$ cat config.mk
export PLATFORM = sky130hd
export DESIGN_NAME = counter_preset_ctrl
export DESIGN_NICKNAME = d
export VERILOG_FILES = /design/src/rtl/counter_preset_ctrl.sv
export SDC_FILE = /design/constraint.sdc
export NUM_CORES = 1
export LEC_CHECK = 0
export ABC_CLOCK_PERIOD_IN_PS = 4300
export CAP_MARGIN = 20
export CORE_ASPECT_RATIO = 1.25
export CORE_MARGIN = 3
export CORE_UTILIZATION = 60
export DETAILED_ROUTE_END_ITERATION = 7
export DONT_BUFFER_PORTS = 1
export PLACE_DENSITY = 0.76
export RECOVER_POWER = 25
export SLEW_MARGIN = 20
export SYNTH_ARGS = -nofsm -noshare
export SYNTH_HDL_FRONTEND = slang
export SYNTH_SLANG_ARGS = --single-unit
$ cat constraint.sdc
create_clock -name clk -period 4.3 [get_ports clk]
set_input_delay 0.86 -clock clk [delete_from_list [all_inputs] [get_ports clk]]
set_output_delay 0.86 -clock clk [all_outputs]
set_load 0.05 [all_outputs]
$ cat src/rtl/counter_preset_ctrl.sv
// Job controller for a loadable up counter: presets it, waits for the limit,
// reloads for each remaining run and pulses done when the job completes.
module counter_preset_ctrl #(
  parameter int WIDTH  = 4,
  parameter int RUNS_W = 4
) (
  input  logic              clk,
  input  logic              rst,
  input  logic              start,
  input  logic              abort,
  input  logic [WIDTH-1:0]  preset,
  input  logic [WIDTH-1:0]  limit,
  input  logic [RUNS_W-1:0] num_runs,
  input  logic [WIDTH-1:0]  q_in,
  output logic              load,
  output logic [WIDTH-1:0]  d,
  output logic              busy,
  output logic              done,
  output logic [RUNS_W-1:0] run_cnt
);

  typedef enum logic [1:0] {
    IDLE,
    LOAD,
    RUN,
    DONE
  } state_t;

  state_t            state;
  logic [WIDTH-1:0]  lim_r;
  logic [RUNS_W-1:0] runs_r;
  logic              hit;
  logic [RUNS_W:0]   next_cnt;

  assign hit      = (q_in == lim_r);
  assign next_cnt = {1'b0, run_cnt} + 1'b1;

  always_ff @(posedge clk or posedge rst) begin
    if (rst) begin
      state   <= IDLE;
      load    <= 1'b0;
      d       <= '0;
      busy    <= 1'b0;
      done    <= 1'b0;
      run_cnt <= '0;
      lim_r   <= '0;
      runs_r  <= '0;
    end else if (abort && state != IDLE) begin
      // run_cnt keeps its partial value so software can see progress
      state <= IDLE;
      load  <= 1'b0;
      busy  <= 1'b0;
      done  <= 1'b0;
    end else begin
      unique case (state)
        IDLE: begin
          done <= 1'b0;
          if (start && !abort) begin
            d       <= preset;
            lim_r   <= limit;
            runs_r  <= (num_runs == '0) ? RUNS_W'(1) : num_runs;
            run_cnt <= '0;
            load    <= 1'b1;
            busy    <= 1'b1;
            state   <= LOAD;
          end
        end
        LOAD: begin
          load  <= 1'b0;
          state <= RUN;
        end
        RUN: begin
          if (hit) begin
            run_cnt <= next_cnt[RUNS_W-1:0];
            if (next_cnt < {1'b0, runs_r}) begin
              load  <= 1'b1;
              state <= LOAD;
            end else begin
              busy  <= 1'b0;
              done  <= 1'b1;
              state <= DONE;
            end
          end
        end
        DONE: begin
          done  <= 1'b0;
          state <= IDLE;
        end
        default: state <= IDLE;
      endcase
    end
  end

endmodule

Word-level counts from Yosys, hierarchy flattened
Index checks and enable logic that the tools add are counted.

operators by class
  equality and inequality tests = 10
  reductions and logical operators = 17
  bitwise gates (word level) = 1
  multiplexer cells = 22
  add/subtract/negate cells = 1
  $lt $le $gt $ge = 1

operators by type and width
  kind                 number
  $mux 4               3
  $ne 3x3->1 const B   4
  $reduce_and 4->1     3
  $mux 1               10
  $mux 2               4
  $pmux 2 s4           1
  $pmux 4 s2           1
  $reduce_and 3->1     2
  $reduce_bool 3->1    2
  $add 4x1->5 const B  1
  $lt 5x4->1           1
  $eq 2x2->1 const B   2
  $eq 4x4->1           1
  $logic_not 4->1      1
  $ne 2x2->1 const B   2
  $pmux 1 s2           2
  $reduce_bool 2->1    2
  $reduce_bool 4->1    1
  $pmux 1 s3           1
  $eq 2x1->1 const B   1
  $logic_and 1x1->1    2
  $logic_not 2->1      1
  $reduce_and 2->1     1
  $reduce_or 2->1      1
  2 further kinds      2

storage, ports and cells
  output and inout bits = 11
  flip-flop bits (word level) = 21
  input port bits = 20

Logic depth before layout (Yosys ltp)
Gate-level depths: netlist of run 1.

  word-level depth = 6
  mapped depth = 8

Worst setup path before layout of run 1
Ideal clock, no wire load.

  path type = register to register
  start point = register run_cnt[0]
  end point = register done
  stages on the path, launching flop included = 8
  data arrival time = 2.169 ns
  path buffers = 0
  required time = 4.176 ns
  path slack = 2.007 ns
  period minus slack after synthesis = 2.293 ns
  setup time = 0.124 ns
  cells stage by stage = dfrtp_1 > ha_1 > ha_1 > a21boi_1 > o31ai_2 > a21oi_1 > and3_1 > o31a_1

on the way
  cells in the longest elaborated chain, start to end = 4

ends and longest elaborated chain
  what                               line  source
  start, declared                    19    output logic [RUNS_W-1:0] run_cnt
  start signal, assigned             74    run_cnt <= next_cnt[RUNS_W-1:0];
  $add 4x1->5                        36    assign next_cnt = {1'b0, run_cnt} + 1'b1;
  $lt 5x4->1                         75    if (next_cnt < {1'b0, runs_r}) begin
  $ne 3x3->1 (no source line)        --
  $reduce_and 3->1 (no source line)  --
  end signal, assigned               44    done <= 1'b0;
  end signal, assigned               80    done <= 1'b1;
  end signal, assigned               86    done <= 1'b0;
  end, declared                      18    output logic done,

No other way between the ends.
A chain may end at the register's enable or synchronous reset.

Worst setup path in the final report of run 1
Ends and elaborated chain as after synthesis.

==> results of run 1 <==
logic make-up (layout without fill, tap and decap cells):
family / count (synthesis) / after routing / share of synthesized area [%]
fa+ha+maj: 7 / 7 / 7.11
buf+inv: 15 / 14 / 5.59
compound gates: 34 / 34 / 19.5
flops: 21 / 21 / 42.7
mux: 2 / 2 / 1.63
simple gates: 54 / 54 / 19.2
xor+xnor: 6 / 6 / 4.27
flip-flops by register name, summed over array words and instances, names as in the netlist:
register / flops
load: 1
d: 4
busy: 1
done: 1
state: 2
lim_r: 4
run_cnt: 4
runs_r: 4
stage by stage:
step           hold WS (ns)  cell area [um2]  utilization (%)  setup slack (ns)
6_report              0.506             1250             67.5              1.79
5_1_grt               0.540             1250             67.5              1.65
4_1_cts               0.515             1250             67.5              1.78
3_5_place_dp          0.489             1220             66.1              1.80
3_3_place_gp          0.482             1220             66.1              1.93
2_1_floorplan         0.450             1230                -              2.01
placed cells by master (no fill, tap or decap), types with 3 or more instances in the layout:
cell	Yosys	routed
clkbuf_4	0	3
a21oi_1	5	5
dfrtp_1	21	21
nor2_1	4	4
nand2_1	37	37
xnor2_1	5	5
nand3_1	3	3
ha_1	7	7
inv_1	10	10
o21ai_0	10	10
final cells by class:
class | instances | area share, %
well taps | 19 | 1.90
inverters | 10 | 3.00
multi-input cells | 103 | 51.0
clock buffers | 4 | 2.10
flip-flops and latches | 21 | 42.0
worst max-delay path, cell delays in order (launching register included):
cell and delay [ns]:
dfrtp_1 0.73, ha_1 0.35, ha_1 0.28, a21boi_1 0.14, o31ai_2 0.29, a21oi_1 0.16
and3_1 0.21, o31a_1 0.24
power breakdown:
group | switching, mW | internal, mW
logic | 0.187 | 0.128
clock network | 0.0616 | 0.0363
registers | 0.154 | 0.267
total | 0.402 | 0.431
worst max path at each step:
stage / from / to / slack (ns) / cells after the start
after detailed placement: run_cnt[0] / done / 1.80 / 7
after global routing: run_cnt[0] / done / 1.65 / 7
after floorplan: run_cnt[0] / done / 2.01 / 7
after CTS: run_cnt[0] / done / 1.78 / 7
after global placement: run_cnt[0] / done / 1.93 / 7
final: run_cnt[0] / done / 1.79 / 7
layer usage:
| layer | global-route usage, % | vias up | wire length (um) |
|---|---|---|---|
| li1 | - | 471 | - |
| met1 | 24.4 | 458 | 984 |
| met2 | 37.0 | 31 | 1380 |
| met3 | 3.21 | 5 | 147 |
| met4 | 10.2 | 0 | 58 |
| met5 | 0 | - | 0 |
==> impl_metrics.json, run 1 <==
{
  "status": "completed",
  "synth_top_cell_area_share_pct": 42.7,
  "die_area_um2": 2630,
  "max-vdd-ir-drop_v": 0.000479,
  "maxCapViolations": 0,
  "synth_area_leaders": "dfrtp_1 43%, nand2_1 11%, ha_1 7.1%",
  "core_area_um2": 1850,
  "syn_inst": 139,
  "std_cell_rows": 17,
  "power_density_nw_per_um2": 666,
  "register_area_um2": 526,
  "areaGrowthSynthToFinish_pct": 1.52,
  "worstSetupPathType": "reg -> reg",
  "cts.sinks": 21,
  "place_inst": 153,
  "ys_ff_latch": 21,
  "hold_buffers": 0,
  "grt_pass1_vias": 948,
  "hold_end": "runs_r[0]",
  "dr.first_iter.drc_count": 15,
  "layout.nets": 166,
  "synth_warnings": 0,
  "ys_types": 39,
  "tightestPinTransition_ns": 0.800,
  "synthArstFlopShare_pct": 100,
  "min_path_type": "reg -> reg",
  "fin_crit_sh_pct": 58.3,
  "ys_seq_area_share_pct": 42.7,
  "antenna_found_initial": 0,
  "regToRegSetupSlack_ns": 1.79,
  "die_height_um": 56.6,
  "drt_first_pass_iters": 4,
  "reg2reg_depth": 7,
  "clock_latency_ns": 0.31,
  "rsz0062_at_grt": "false",
  "hp-start": "runs_r[0]",
  "period_minus_slack_ns": 2.51,
  "fin_cells": 157,
  "ant_nets": 0,
  "avgSynthCellArea_um2": 8.86,
  "htree_levels": 1,
  "arrival_ns": 2.72,
  "postCtsSetupBuffers": 0,
  "fillCellCount": 152,
  "chipWidth_um": 46.5,
  "cts_root_buf": "clkbuf_4",
  "hold_viol": 0,
  "path_clk_slew_ns": 0.11,
  "fin_tns_setup_ns": 0,
  "cts_tree": "yes",
  "r2r-end": "done",
  "p_leak_nw": 0.595,
  "antennaDiodeCount": 0,
  "multi_input_area_um2": 637,
  "io_buffers": 0,
  "mappedNetlistArea_um2": 1230,
  "drv_slew": 0,
  "vias": 965,
  "required_ns": 4.51,
  "worstSetupEndpointType": "register",
  "total_power_mw": 0.833,
  "grt-ovfl-total": 0,
  "gp_congestion": 0.875,
  "yosys.area.top_type": "dfrtp_1",
  "start_util_pct": 66.5,
  "synthTopCellsByCount": "37 x nand2_1, 21 x dfrtp_1, 10 x inv_1, 10 x o21ai_0, 7 x ha_1",
  "io_pins": 31,
  "finalSetupViolCount": 0,
  "drive_above_1_share_pct": 5.07,
  "cts-resized-gates": 0,
  "fmax_mhz": 399,
  "dpl.hpwl_um": 2020,
  "synthFlopType": "dfrtp_1",
  "grt_pass1_wl_um": 4050,
  "slew_headroom_pct": 46.6,
  "yosysMostFrequentCell": "nand2_1",
  "r2r-start": "run_cnt[0]",
  "path_max_fanout": 6,
  "grt_max_degree": 22,
  "hold_depth": 2,
  "numCtsBuffers": 3,
  "wire_per_inst_um": 16.4,
  "viasPerCell": 6.15,
  "wl_um": 2570,
  "drc": 0,
  "clock_skew_ns": 0.00143,
  "critPathLaunchType": "register",
  "grt_use_total_pct": 21.5,
  "synth.net_count": 166,
  "clock_path_buffers": 2,
  "synth_edf_count": 0
}
(Power assumes the default switching activity.)
==> inputs of run 2 (changes only) <==
- ABC_CLOCK_PERIOD_IN_PS: 4300 -> 2500
- clock period: 4.3 -> 2.5 ns (I/O delays scaled with it)
==> impl_metrics.json, run 2 (synthesis gave the netlist of run 1 again) <==
{
  "hold_buffers": 0,
  "grt_use_met3_pct": 2.88,
  "chipWidth_um": 46.5,
  "start_util_pct": 66.5,
  "min_path_type": "in -> async",
  "tightestPinTransition_ns": 0.786,
  "cts-resized-gates": 0,
  "cts.sinks": 21,
  "drc": 0,
  "io_pins": 31,
  "io_buffers": 0,
  "wire_per_inst_um": 15.9,
  "slew_headroom_pct": 47.6,
  "power_density_nw_per_um2": 1110,
  "areaGrowthSynthToFinish_pct": 5.18,
  "dpl.hpwl_um": 1970,
  "vias": 1001,
  "grt_max_degree": 22,
  "dpl_cell_area_um2": 1270,
  "fin_tns_setup_ns": 0,
  "htree_levels": 1,
  "antennaDiodeCount": 0,
  "core_area_um2": 1850,
  "grt_use_total_pct": 21.3,
  "std_cell_rows": 17,
  "crit_family": "compound AO/OA/AOI/OAI gates",
  "required_ns": 2.70,
  "ant_nets": 0,
  "hold_viol": 0,
  "status": "completed",
  "drt_first_pass_iters": 4,
  "final_area_um2": 1290,
  "hold_ws_ns": 0.216,
  "critPathBufInv": 0,
  "p_leak_nw": 0.626,
  "viasPerCell": 6.14,
  "cts_root_buf": "clkbuf_4",
  "drv_slew": 0,
  "gp_congestion": 0.856,
  "period_minus_slack_ns": 2.10,
  "layout_common_cells": "37 x nand2_1, 21 x dfrtp_1, 10 x inv_1, 10 x o21ai_0, 7 x ha_1",
  "die_area_um2": 2630,
  "max-vdd-ir-drop_v": 0.000839,
  "grt_pass1_vias": 995,
  "grt_pass1_wl_um": 4150,
  "total_power_mw": 1.44,
  "utilization_pct": 70.0,
  "worstSetupEndpointType": "register",
  "clock_skew_ns": 0.00457,
  "crit_top_cell": "ha_1",
  "rsz0062_at_grt": "false",
  "arrival_ns": 2.30,
  "grt-ovfl-total": 0,
  "critPathLaunchType": "register",
  "dr.first_iter.drc_count": 9,
  "maxCapViolations": 0,
  "postCtsSetupBuffers": 0,
  "fmax_mhz": 475,
  "finalSetupViolCount": 0,
  "critPathMaxStageDelay_ns": 0.43,
  "path_clk_slew_ns": 0.11,
  "path_max_fanout": 4,
  "mostFrequentLayoutCell": "nand2_1",
  "clock_latency_ns": 0.30,
  "fin_crit_sh_pct": 84.2,
  "layout.nets": 172,
  "drive_above_1_share_pct": 9.03,
  "top_usage_layer": "met2",
  "numCtsBuffers": 3,
  "die_height_um": 56.6,
  "wl_um": 2580,
  "met2_usage_pct": 39.8,
  "grt.met1_usage_pct": 23.3,
  "antenna_found_initial": 0,
  "worstSetupPathType": "reg -> reg",
  "crit_chain": "ha_1 > ha_1 > a21boi_1 > o31ai_2 > a21oi_1 > and3_1 > o31a_1",
  "slowest_stage": "dfrtp_1",
  "cts_tree": "yes",
  "clock_path_buffers": 2
}
run 2: cell count changes in the layout (fill, tap and decap cells not counted), sizes merged:
cell and change:
buf +6
run 2: area by class of cell:
cell class	instances	area, um2
flip-flops and latches	21	526
clock buffers	4	26.3
well taps	19	23.8
fillers	160	556
inverters	10	37.5
repair buffers	6	45.0
multi-input cells	103	637
run 2: path summary, 6_finish.rpt:
kind	endpoint	depth (start not counted)	from	slack, ns
max in group asynchronous	state[1]	1	rst	1.80
worst min register to register	lim_r[1]	2	lim_r[1]	0.51
worst max-delay path	done	7	run_cnt[1]	0.40
min in group clk	lim_r[1]	2	limit[1]	0.29
worst min-delay path	runs_r[0]	1	rst	0.22
worst max register to register	done	7	run_cnt[1]	0.40
run 2: power breakdown:
part / internal (mW) / switching, mW
sequential: 0.459 / 0.251
clock: 0.0622 / 0.101
combinational: 0.231 / 0.332
run 2: per-stage QoR:
stage / instances / setup WS (ns)
global placement: 159 / 0.470
detailed placement: 159 / 0.427
floorplan: 139 / 0.207
finish: 163 / 0.396
CTS: 163 / 0.403
global route: 163 / 0.235
run 2: metal layers:
layer	vias to the layer above	wire length (um)
met2	25	1380
li1	486	-
met4	0	42
met1	484	1050
met5	-	0
met3	6	119
==> inputs of run 3 (changes only) <==
- ABC_CLOCK_PERIOD_IN_PS: 2500 -> 2200
- clock period: 2.5 -> 2.2 ns (I/O delays scaled with it)
==> impl_metrics.json, run 3 (synthesis gave the netlist of run 1 again) <==
{
  "status": "completed",
  "die_height_um": 56.6,
  "clock_path_buffers": 2,
  "fillCellCount": 147,
  "utilization_pct": 71.9,
  "rsz0062_at_grt": "false",
  "die_area_um2": 2630,
  "mostFrequentLayoutCell": "nand2_1",
  "combPwrFrac_pct": 39.6,
  "drv_slew": 0,
  "path_clk_slew_ns": 0.12,
  "path_max_fanout": 4,
  "power_density_nw_per_um2": 1250,
  "wire_per_inst_um": 15.8,
  "grt_use_total_pct": 21.7,
  "worstSetupEndpointType": "register",
  "required_ns": 2.41,
  "arrival_ns": 2.30,
  "tightestPinTransition_ns": 0.775,
  "start_util_pct": 66.5,
  "regToRegSetupSlack_ns": 0.11,
  "fin_tns_setup_ns": 0,
  "cts.sinks": 21,
  "io_pins": 31,
  "htree_levels": 1,
  "reg2reg_depth": 7,
  "swShare_pct": 48.2,
  "grt_pass1_wl_um": 4170,
  "std_cell_rows": 17,
  "p_int_mw": 0.861,
  "drc": 0,
  "drt_first_pass_iters": 4,
  "max-vdd-ir-drop_v": 0.000891,
  "ant_nets": 0,
  "worstSetupPathType": "reg -> reg",
  "register_area_um2": 528,
  "antennaDiodeCount": 0,
  "clock_latency_ns": 0.31,
  "switchingPower_mw": 0.800,
  "layout.nets": 174,
  "maxCapViolations": 0,
  "hold_viol": 0,
  "grt_max_degree": 22,
  "grt-ovfl-total": 0,
  "clock_skew_ns": 0.00913,
  "min_path_type": "in -> async",
  "grt_pass1_vias": 958,
  "chipWidth_um": 46.5,
  "cts_root_buf": "clkbuf_4",
  "critPathLaunchType": "register",
  "areaGrowthSynthToFinish_pct": 8.03,
  "dr.first_iter.drc_count": 10,
  "vias": 998,
  "drive_above_1_share_pct": 13.7,
  "finalSetupViolCount": 0,
  "seq_power_share_pct": 49.1,
  "slew_headroom_pct": 48.3,
  "io_buffers": 0,
  "hold_buffers": 0,
  "gp_congestion": 0.881,
  "dpl.hpwl_um": 2020,
  "r2r-end": "done",
  "total_power_mw": 1.66,
  "core_area_um2": 1850,
  "p_leak_nw": 0.633,
  "fmax_mhz": 478,
  "cts_tree": "yes",
  "fin_crit_sh_pct": 95.2,
  "wl_um": 2620,
  "p_clk_share_pct": 11.3,
  "antenna_found_initial": 0,
  "viasPerCell": 6.05,
  "period_minus_slack_ns": 2.09,
  "multi_input_area_um2": 653,
  "r2r-start": "run_cnt[0]",
  "numCtsBuffers": 3,
  "layout_common_cells": "37 x nand2_1, 19 x dfrtp_1, 10 x inv_1, 10 x o21ai_0, 8 x buf_4"
}
==> run 3: layer usage <==
layer	global-route usage, %	vias to the layer above	share of wire [%]
met4	9.76	0	1.6
met5	0	-	0
met2	34.1	34	49
li1	-	490	-
met1	28.8	470	44
met3	2.56	4	5.4
==> run 3: worst max-delay path by stage <==
stage,start,to,slack [ns],depth (start not counted)
floorplan,run_cnt[0],done,0.06,7
global placement,run_cnt[0],done,0.15,7
detailed placement,run_cnt[0],done,0.06,7
CTS,run_cnt[0],done,0.04,7
global route,run_cnt[0],done,0.04,7
finish,run_cnt[0],done,0.11,7
==> run 3: final cells by class <==
| class | instances | area share [%] |
|---|---|---|
| clock buffers | 3 | 1.69 |
| flip-flops and latches | 21 | 39.7 |
| multi-input cells | 103 | 49.1 |
| inverters | 10 | 2.82 |
| well taps | 19 | 1.79 |
| repair buffers | 8 | 4.52 |
| clock inverters | 1 | 0.376 |
==> run 3: critical path, stage by stage, from the launching register on <==
cell and delay [ns]:
dfrtp_2 0.47, ha_4 0.25, ha_1 0.26, a21boi_1 0.14
o31ai_2 0.33, a21oi_2 0.12, and3_1 0.20, o31a_1 0.23
==> run 3: stage by stage <==
stage               instance area [um2]  setup slack [ns]  std cells  hold slack [ns]
finish                             1330             0.106        165            0.145
global placement                   1270             0.155        159            0.477
CTS                                1300            0.0432        163            0.178
global route                       1330            0.0370        165            0.211
detailed placement                 1270            0.0601        159            0.494
floorplan                          1230            0.0583        139            0.416
==> run 3: timing repair <==
action	CTS	global route
endpoints found under the setup margin	0	2
setup buffers	0	2
gates resized for setup	0	2
==> run 3: power groups by stage <==
stage	registers [mW]	clock network, mW	logic [mW]
2_1_floorplan	0.808	0	0.520
3_3_place_gp	0.815	0	0.611
3_5_place_dp	0.825	0	0.638
4_1_cts	0.816	0.192	0.642
5_1_grt	0.829	0.206	0.737
6_report	0.816	0.188	0.657
